===== src/rtl/ni_resp_arb_pkg.sv =====
// Shared types and default widths for the B/R response arbiter.
package ni_resp_arb_pkg;

    localparam int DEF_IDWD    = 4;
    localparam int DEF_DATAWD  = 64;
    localparam int DEF_RESPWD  = 2;
    localparam int DEF_TIMEOUT = 255;
    localparam int WDOG_CNTWD  = 8;

    typedef enum logic [1:0] {
        ST_IDLE    = 2'd0,
        ST_B_XFER  = 2'd1,
        ST_R_BURST = 2'd2
    } state_t;

    typedef enum logic {
        CH_B = 1'b0,
        CH_R = 1'b1
    } chan_t;

endpackage


===== src/rtl/ni_resp_arb_wdog.sv =====
// R-gap watchdog: counts idle rvalid cycles inside an R burst, sticky flag at TIMEOUT.
// Latency: flag rises one cycle after the counter reaches TIMEOUT.
// Backpressure: none; a stalled-but-valid beat holds the count without advancing it.
module ni_resp_arb_wdog
    import ni_resp_arb_pkg::*;
#(
    parameter int TIMEOUT = DEF_TIMEOUT
) (
    input  logic clk,
    input  logic rst,
    input  logic in_burst,
    input  logic rvalid,
    input  logic r_acc,
    output logic timeout_err
);

    localparam logic [WDOG_CNTWD-1:0] LIMIT = WDOG_CNTWD'(TIMEOUT);

    logic [WDOG_CNTWD-1:0] cnt;

    always_ff @(posedge clk or negedge rst) begin
        if (!rst) begin
            cnt         <= '0;
            timeout_err <= 1'b0;
        end else begin
            if (!in_burst || r_acc) begin
                cnt <= '0;
            end else if (!rvalid && cnt != LIMIT) begin
                cnt <= cnt + 1'b1;
            end
            if (cnt == LIMIT) begin
                timeout_err <= 1'b1;
            end
        end
    end

endmodule


===== src/rtl/ni_resp_arbiter.sv =====
// Round-robin B/R response arbiter into one packetizer; R bursts are atomic. Watchdog via NI_RESP_ARB_WDOG_EN.
// Latency: one cycle from source handshake to pkt_valid, one beat per cycle sustained.
// Backpressure: pkt_ready low freezes the output register and drops bready/rready.
module ni_resp_arbiter
    import ni_resp_arb_pkg::*;
#(
    parameter int IDWD    = DEF_IDWD,
    parameter int DATAWD  = DEF_DATAWD,
    parameter int RESPWD  = DEF_RESPWD,
    parameter int TIMEOUT = DEF_TIMEOUT
) (
    input  logic              clk,
    input  logic              rst,
    input  logic              bvalid,
    output logic              bready,
    input  logic [IDWD-1:0]   bid,
    input  logic [RESPWD-1:0] bresp,
    input  logic              rvalid,
    output logic              rready,
    input  logic [IDWD-1:0]   rid,
    input  logic [DATAWD-1:0] rdata,
    input  logic [RESPWD-1:0] rresp,
    input  logic              rlast,
    output logic              pkt_valid,
    input  logic              pkt_ready,
    output logic              pkt_is_read,
    output logic [IDWD-1:0]   pkt_id,
    output logic [DATAWD-1:0] pkt_data,
    output logic [RESPWD-1:0] pkt_resp,
    output logic              pkt_first,
    output logic              pkt_last
`ifdef NI_RESP_ARB_WDOG_EN
    ,
    output logic              timeout_err
`endif
);

    if (TIMEOUT < 1 || TIMEOUT > 255) begin : g_timeout_range
        $error("ni_resp_arbiter: TIMEOUT must be within 1..255");
    end

    state_t state;
    chan_t  rr_last;
    logic   run_q;
    logic   out_free;
    logic   grant_b;
    logic   grant_r;
    logic   b_acc;
    logic   r_acc;

    // run_q keeps the readies low until the first edge after reset release.
    always_ff @(posedge clk or negedge rst) begin
        if (!rst) run_q <= 1'b0;
        else      run_q <= 1'b1;
    end

    assign out_free = !pkt_valid || pkt_ready;

    always_comb begin
        grant_b = 1'b0;
        grant_r = 1'b0;
        case (state)
            ST_IDLE: begin
                if (bvalid && (!rvalid || rr_last == CH_R)) grant_b = 1'b1;
                else if (rvalid)                            grant_r = 1'b1;
            end
            ST_B_XFER:  grant_b = 1'b1;
            ST_R_BURST: grant_r = 1'b1;
            default: ;
        endcase
    end

    assign bready = run_q && grant_b && out_free;
    assign rready = run_q && grant_r && out_free;
    assign b_acc  = bready && bvalid;
    assign r_acc  = rready && rvalid;

    always_ff @(posedge clk or negedge rst) begin
        if (!rst) begin
            state   <= ST_IDLE;
            rr_last <= CH_R;
        end else begin
            case (state)
                ST_IDLE: begin
                    if (b_acc) begin
                        rr_last <= CH_B;
                    end else if (r_acc) begin
                        rr_last <= CH_R;
                        state   <= rlast ? ST_IDLE : ST_R_BURST;
                    end else if (grant_b && run_q) begin
                        // B won but the packetizer is busy: lock the grant.
                        state <= ST_B_XFER;
                    end
                end
                ST_B_XFER: begin
                    if (b_acc) begin
                        rr_last <= CH_B;
                        state   <= ST_IDLE;
                    end
                end
                ST_R_BURST: begin
                    if (r_acc && rlast) state <= ST_IDLE;
                end
                default: state <= ST_IDLE;
            endcase
        end
    end

    always_ff @(posedge clk or negedge rst) begin
        if (!rst) begin
            pkt_valid   <= 1'b0;
            pkt_is_read <= 1'b0;
            pkt_id      <= '0;
            pkt_data    <= '0;
            pkt_resp    <= '0;
            pkt_first   <= 1'b0;
            pkt_last    <= 1'b0;
        end else if (b_acc) begin
            pkt_valid   <= 1'b1;
            pkt_is_read <= 1'b0;
            pkt_id      <= bid;
            pkt_data    <= '0;
            pkt_resp    <= bresp;
            pkt_first   <= 1'b1;
            pkt_last    <= 1'b1;
        end else if (r_acc) begin
            pkt_valid   <= 1'b1;
            pkt_is_read <= 1'b1;
            pkt_id      <= rid;
            pkt_data    <= rdata;
            pkt_resp    <= rresp;
            pkt_first   <= (state == ST_IDLE);
            pkt_last    <= rlast;
        end else if (pkt_ready) begin
            pkt_valid   <= 1'b0;
        end
    end

`ifdef NI_RESP_ARB_WDOG_EN
    ni_resp_arb_wdog #(
        .TIMEOUT (TIMEOUT)
    ) u_wdog (
        .clk         (clk),
        .rst         (rst),
        .in_burst    (state == ST_R_BURST),
        .rvalid      (rvalid),
        .r_acc       (r_acc),
        .timeout_err (timeout_err)
    );
`endif

endmodule


===== config.mk =====
export PLATFORM = sky130hd
export DESIGN_NAME = ni_resp_arbiter
export DESIGN_NICKNAME = d
export VERILOG_FILES = /design/src/rtl/ni_resp_arb_pkg.sv /design/src/rtl/ni_resp_arb_wdog.sv /design/src/rtl/ni_resp_arbiter.sv
export SDC_FILE = /design/constraint.sdc
export NUM_CORES = 1
export LEC_CHECK = 0
export CAP_MARGIN = 10
export CELL_PAD_IN_SITES_DETAIL_PLACEMENT = 0
export CELL_PAD_IN_SITES_GLOBAL_PLACEMENT = 2
export CORE_MARGIN = 1.5
export CORE_UTILIZATION = 24
export DETAILED_ROUTE_END_ITERATION = 8
export PLACE_DENSITY = 0.9
export SYNTH_ARGS = -nofsm -noshare
export SYNTH_HDL_FRONTEND = slang
export SYNTH_SLANG_ARGS = --single-unit

===== constraint.sdc =====
create_clock -name clk -period 2.2 [get_ports clk]
set_clock_uncertainty 0.15 [all_clocks]
set_input_delay 0.44 -clock clk [delete_from_list [all_inputs] [get_ports clk]]
set_output_delay 0.44 -clock clk [all_outputs]
set_load 0.005 [all_outputs]

==> flow_summary.yaml, run 1 <==
timing:
  setup_ws_ns: 0.0534
  setup_viol: 0
  slew_violations: 0
  layout_min_cycle_time_ns: 2.15
  rsz0062_at_grt: "false"
  min_period_over_period: 0.976
  hold_viol: 0
  fmaxAchievable_mhz: 466
floorplanning:
  initial_core_util: 0.245
  die_x_microns: 114
  core_region_area_sq_mm: 0.0120
  ios: 158
  fp-row-count: 40
  fp.dieArea_sq_mm: 0.0130
  die_h_microns: 114
yosys:
  yosysUniqueCellTypes: 30
  synth_edf_count: 0
  synth_area_per_cell_sq_um: 13.6
  synthFlopType: "dfrtp_1"
  yosysMostFrequentCell: "dfrtp_1"
  netlist_area_sq_mm: 0.00295
  synth_area_leaders: "dfrtp_1 65%, a22o_1 19%, inv_1 2.7%"
  syn_nets: 298
  async_flop_share: 1.00
  netlist_instances: 216
  synth.top_cells.by_count: "77 x dfrtp_1, 64 x a22o_1, 21 x inv_1, 8 x buf_2, 7 x clkbuf_1"
  seq_area_frac_synth: 0.663
  yosysWarnings: 0
  synth_top_area_cell: "dfrtp_1"
  yosysTopAreaCellShare: 0.654
  synth-seq-cells: 78
detailed_routing:
  wl_met1_microns: 3770
  drt_first_iter_violations: 172
  wl_per_cell_microns: 15.6
  vias: 2446
  wl_met2_microns: 3950
  ant_nets: 0
  routed_wl_microns: 8390
  viasPerCell: 4.55
  wl_met3_microns: 499
  drc: 0
  drtPass1Iterations: 4
  top_layer: "met4"
grt:
  grt_pass1_wl_microns: 13300
  grt-ovfl-total: 0
  grt_pass1_vias: 2594
  antenna_found_initial: 0
  grtUsageTotal: 0.134
  grt_max_degree: 44
place:
  dpl_worst_slack_ns: -0.251
  post-dp-hpwl_microns: 5970
  placed_cells: 521
  portBuffers: 157
  gp_congestion: 0.704
clocking:
  htree_levels: 3
  clockBufferDepth: 2
  cts_root_buf: "clkbuf_16"
  cts_setup_buffers: 0
  cts.clk_slew.worst_paths_ns: 0.06
  cts.sinks: 78
  cts_tree: "yes"
  clkLatencyLatePin_ns: 0.33
  numCtsBuffers: 9
power:
  pwr-share-comb: 0.296
  ir_drop_mv: 0.396
  internal-power_uw: 3960
  pwr-share-clk: 0.318
  p_sw_frac: 0.244
  pwr-share-seq: 0.385
  leakage_uw: 0.00235
  p_switching_uw: 1280
  p_per_area_mw_per_mm2: 1010
cells_and_area:
  drive_gt1_frac: 0.107
  synthToLayoutAreaGrowth_pct: 76.8
  n_fill_cell: 1145
  diodes: 0
  fin_cells: 538
  nets: 468
worst_setup_path:
  crit_type: "primary input to output pin"
  worstPathMaxFanout: 3
  end_kind: "output pin"
  crit_arrival_ns: 1.56
  start_kind: "primary input"
  critPathRequiredTime_ns: 1.61
job:
  drv_cap: 0
status:
  status: "finished clean"
worst_hold_path:
  hold_class: "register to register"
## state kept, by name (all words and copies together) (netlist names)
| register | flops |
|---|---|
| pkt_valid | 1 |
| pkt_id | 4 |
| pkt_is_read | 1 |
| pkt_last | 1 |
| pkt_first | 1 |
| pkt_data | 64 |
| pkt_resp | 2 |
| rr_last | 1 |
| state | 2 |
| run_q | 1 |
## cells by family after synthesis
| kind of cell | share of synthesized area |
|---|---|
| compound gates | 0.247 |
| flops | 0.663 |
| buf+inv | 0.0569 |
| simple gates | 0.0318 |
| other cells | 0.00127 |
## worst max-delay path: stages
cell             delay (ns)
clkdlybuf4s50_1        0.49
nand2b_4               0.14
nand2_1                0.08
nor3_1                 0.16
dlygate4sd2_1          0.25
## power by group through the flow
stage / clock network, uW / registers, uW / logic (uW)
4_1_cts: 1730 / 2020 / 1580
2_1_floorplan: 0 / 2040 / 472
3_5_place_dp: 0 / 2030 / 1580
6_report: 1670 / 2020 / 1550
5_1_grt: 1810 / 2070 / 1680
3_3_place_gp: 0 / 2040 / 1550
## stage by stage
step / hold WS (ns) / utilization / TNS [ns] / power (uW) / instance area [sq um]
after floorplan: -0.00559 / - / 0 / 2510 / 2950
after global placement: 0.277 / 0.404 / -0.895 / 3590 / 4860
after detailed placement: 0.287 / 0.404 / -2.51 / 3610 / 4860
after CTS: 0.351 / 0.434 / 0 / 5340 / 5210
after global routing: 0.362 / 0.434 / 0 / 5550 / 5210
final: 0.345 / 0.434 / 0 / 5240 / 5210
## cell type report
type / count / area (sq um) / area share
tap: 147 / 184 / 0.0353
inverter: 21 / 78.8 / 0.0151
clock buffer: 10 / 229 / 0.0439
multi-input combinational: 100 / 845 / 0.162
timing repair buffer: 176 / 1810 / 0.348
sequential: 78 / 1950 / 0.375
clock inverter: 6 / 110 / 0.0211
## final timing paths
| kind | startpoint | to | slack [ns] | depth (start not counted) |
|---|---|---|---|---|
| worst min-delay path | pkt_data[35] | pkt_data[35] | 0.34 | 1 |
| max in group asynchronous | rst | pkt_data[8] | 0.84 | 3 |
| min in group asynchronous | rst | pkt_data[62] | 0.46 | 2 |
| worst max-delay path | pkt_ready | rready | 0.05 | 5 |
| worst min register to register | pkt_data[35] | pkt_data[35] | 0.34 | 1 |
| worst max register to register | rr_last | pkt_data[56] | 0.35 | 6 |
## cell usage in the layout, fill, tap and decap left out, types with 3 or more instances in the layout
cell type          n
bufinv_16          3
a222oi_1           6
dfrtp_1           77
nand2_1            3
a21oi_1            3
clkbuf_16          9
buf_12             8
inv_1             21
a22o_1            64
clkdlybuf4s50_1  154
buf_4             11
## what timing repair did
action	in CTS	in global routing
hold buffers	1	0
hold endpoints to repair	34	0
endpoints found under the setup margin	2	0
resized for setup	3	0
## routing by layer
layer,GRT usage,vias to the layer above
met1,0.171,1170
li1,-,1152
met3,0.0377,13
met5,0,-
met4,0.0625,0
met2,0.211,111
Note: power is estimated with default switching activity, not from simulation.
==> inputs of run 2 (changes only) <==
SLEW_MARGIN = 30   (was not set)
==> results of run 2 <==
The final DEF is identical to that of run 1; final timing and power are the same.
==> inputs of run 3 (changes only) <==
SETUP_SLACK_MARGIN = 0.05   (was not set)
==> run 3 against run 2 <==
Net effect:
- largest cell class unchanged
- sequential cell count did not move
- cell area rose by 0.14%
- total power rose by 0.11%
- combinational power barely moved
- utilization rose by 0.062 points
- fmax rose by 2.5%
- register-to-register slack barely moved
- critical endpoint is now bready
- sequential share of layout area fell by 0.054 points
==> flow_summary.yaml, run 3 (same netlist as run 1, synthesis figures left out) <==
status:
  status: "finished clean"
place:
  placed_cell_area_sq_mm: 0.00486
  portBuffers: 157
  gp_congestion: 0.704
  post-dp-hpwl_microns: 5970
power:
  p_per_area_mw_per_mm2: 1010
  leakage_uw: 0.00236
  p_sw_frac: 0.245
  pwr-share-clk: 0.318
  pwr-share-comb: 0.297
  ir_drop_mv: 0.396
  pwr-share-seq: 0.386
  p_total_uw: 5250
  internal-power_uw: 3970
  p_switching_uw: 1280
clocking:
  clockBufferDepth: 2
  numCtsBuffers: 9
  clkLatencyLatePin_ns: 0.33
  cts_root_buf: "clkbuf_16"
  cts_tree: "yes"
  cts.clk_slew.worst_paths_ns: 0.06
  cts.sinks: 78
  cts_setup_buffers: 0
  htree_levels: 3
worst_hold_path:
  hold_class: "register to register"
  min_to: "pkt_data[35]"
  hold_depth: 1
  hold_start: "pkt_data[35]"
detailed_routing:
  vias: 2443
  drc: 0
  routed_wl_microns: 8420
  drtPass1Iterations: 4
  viasPerCell: 4.54
  ant_nets: 0
  wl_per_cell_microns: 15.7
  drt_first_iter_violations: 151
cells_and_area:
  diodes: 0
  largest_reg_flops: 64
  n_fill_cell: 1144
  nets: 468
  final_cell_mix: "153 x clkdlybuf4s50_1, 77 x dfrtp_1, 64 x a22o_1"
  drive_gt1_frac: 0.115
  design_area_sq_mm: 0.00522
  max_flop_register: "pkt_data"
  final_common_cell: "clkdlybuf4s50_1"
  synthToLayoutAreaGrowth_pct: 77.0
  reg_top3: "pkt_data (64), pkt_id (4)"
floorplanning:
  initial_core_util: 0.245
  ios: 158
  fp-row-count: 40
  core_region_area_sq_mm: 0.0120
  die_x_microns: 114
  fp.dieArea_sq_mm: 0.0130
  die_h_microns: 114
grt:
  grtUsageTotal: 0.134
  antenna_found_initial: 0
  grt_max_degree: 44
  grt_pass1_vias: 2594
  grt-ovfl-total: 0
  grt_pass1_wl_microns: 13300
timing:
  layout_min_cycle_time_ns: 2.09
  slew_violations: 0
  fmaxAchievable_mhz: 478
  min_period_over_period: 0.952
  rsz0062_at_grt: "false"
  setup_viol: 0
  hold_viol: 0
worst_setup_path:
  worstPathMaxFanout: 3
  critPathRequiredTime_ns: 1.61
  crit_type: "primary input to output pin"
  rrSetupSlack_ns: 0.34
  r2r_end: "pkt_data[56]"
  crit_arrival_ns: 1.50
  rr_startpoint: "rr_last"
  end_kind: "output pin"
  start_kind: "primary input"
  reg2reg_depth: 6
job:
  drv_cap: 0
-- run 3: cell types whose count changed in the layout (fill, tap and decap cells not counted) --
cell / before / now
a21oi_1: 3 / 2
clkdlybuf4s50_1: 154 / 153
clkbuf_2: 0 / 1
nor3_2: 0 / 1
nor3_1: 1 / 0
dlymetal6s2s_1: 0 / 1
a21oi_2: 0 / 1
dlygate4sd2_1: 2 / 1
-- run 3: worst max-delay path by stage --
stage / from / endpoint / slack (ns)
finish: pkt_ready / bready / 0.11
global route: pkt_ready / bready / 0.05
CTS: pkt_ready / rready / 0.05
detailed placement: pkt_ready / rready / -0.25
global placement: pkt_ready / rready / -0.25
floorplan: pkt_ready / pkt_id[3] / 0.56
-- run 3: per-stage QoR --
step	util	cells	setup slack [ns]	hold WS, ns	setup TNS (ns)
2_1_floorplan	-	216	0.564	-0.00559	0
3_3_place_gp	0.404	521	-0.247	0.277	-0.895
3_5_place_dp	0.404	521	-0.251	0.287	-2.51
4_1_cts	0.434	538	0.0512	0.351	0
5_1_grt	0.434	538	0.0513	0.362	0
6_report	0.434	538	0.106	0.344	0
-- run 3: power groups by stage --
stage / Sequential, uW / Clock [uW] / Combinational [uW]
3_3_place_gp: 2040 / 0 / 1550
3_5_place_dp: 2030 / 0 / 1580
5_1_grt: 2070 / 1810 / 1680
2_1_floorplan: 2040 / 0 / 472
4_1_cts: 2020 / 1730 / 1580
6_report: 2020 / 1670 / 1560
-- run 3: layout make-up --
class	instances	area [sq um]	share of cell area
sequential	78	1950	0.374
timing repair buffer	176	1810	0.347
multi-input combinational	100	853	0.164
clock buffer	10	229	0.0439
tap	147	184	0.0352
clock inverter	6	110	0.0211
inverter	21	78.8	0.0151
-- run 3: metal layers --
metal  track usage  up-vias  share of wire
li1              -     1151              -
met1         0.171     1178           0.45
met2         0.211      101           0.47
met3        0.0377       13          0.057
met4        0.0625        0          0.020
met5             0        -              0
-- run 3: worst max-delay path, stage by stage --
cell and delay [ns]:
clkdlybuf4s50_1 0.49, nand2b_4 0.14, nand3_1 0.10, nor2_1 0.11
dlygate4sd2_1 0.23
-- run 3: repair_timing --
action                     in CTS  in global routing
hold buffers                    1                  0
gates cloned                    0                  0
pin swaps                       0                  0
setup endpoints to repair       2                  2
gates resized for setup         3                  5
hold endpoints to repair       34                  0
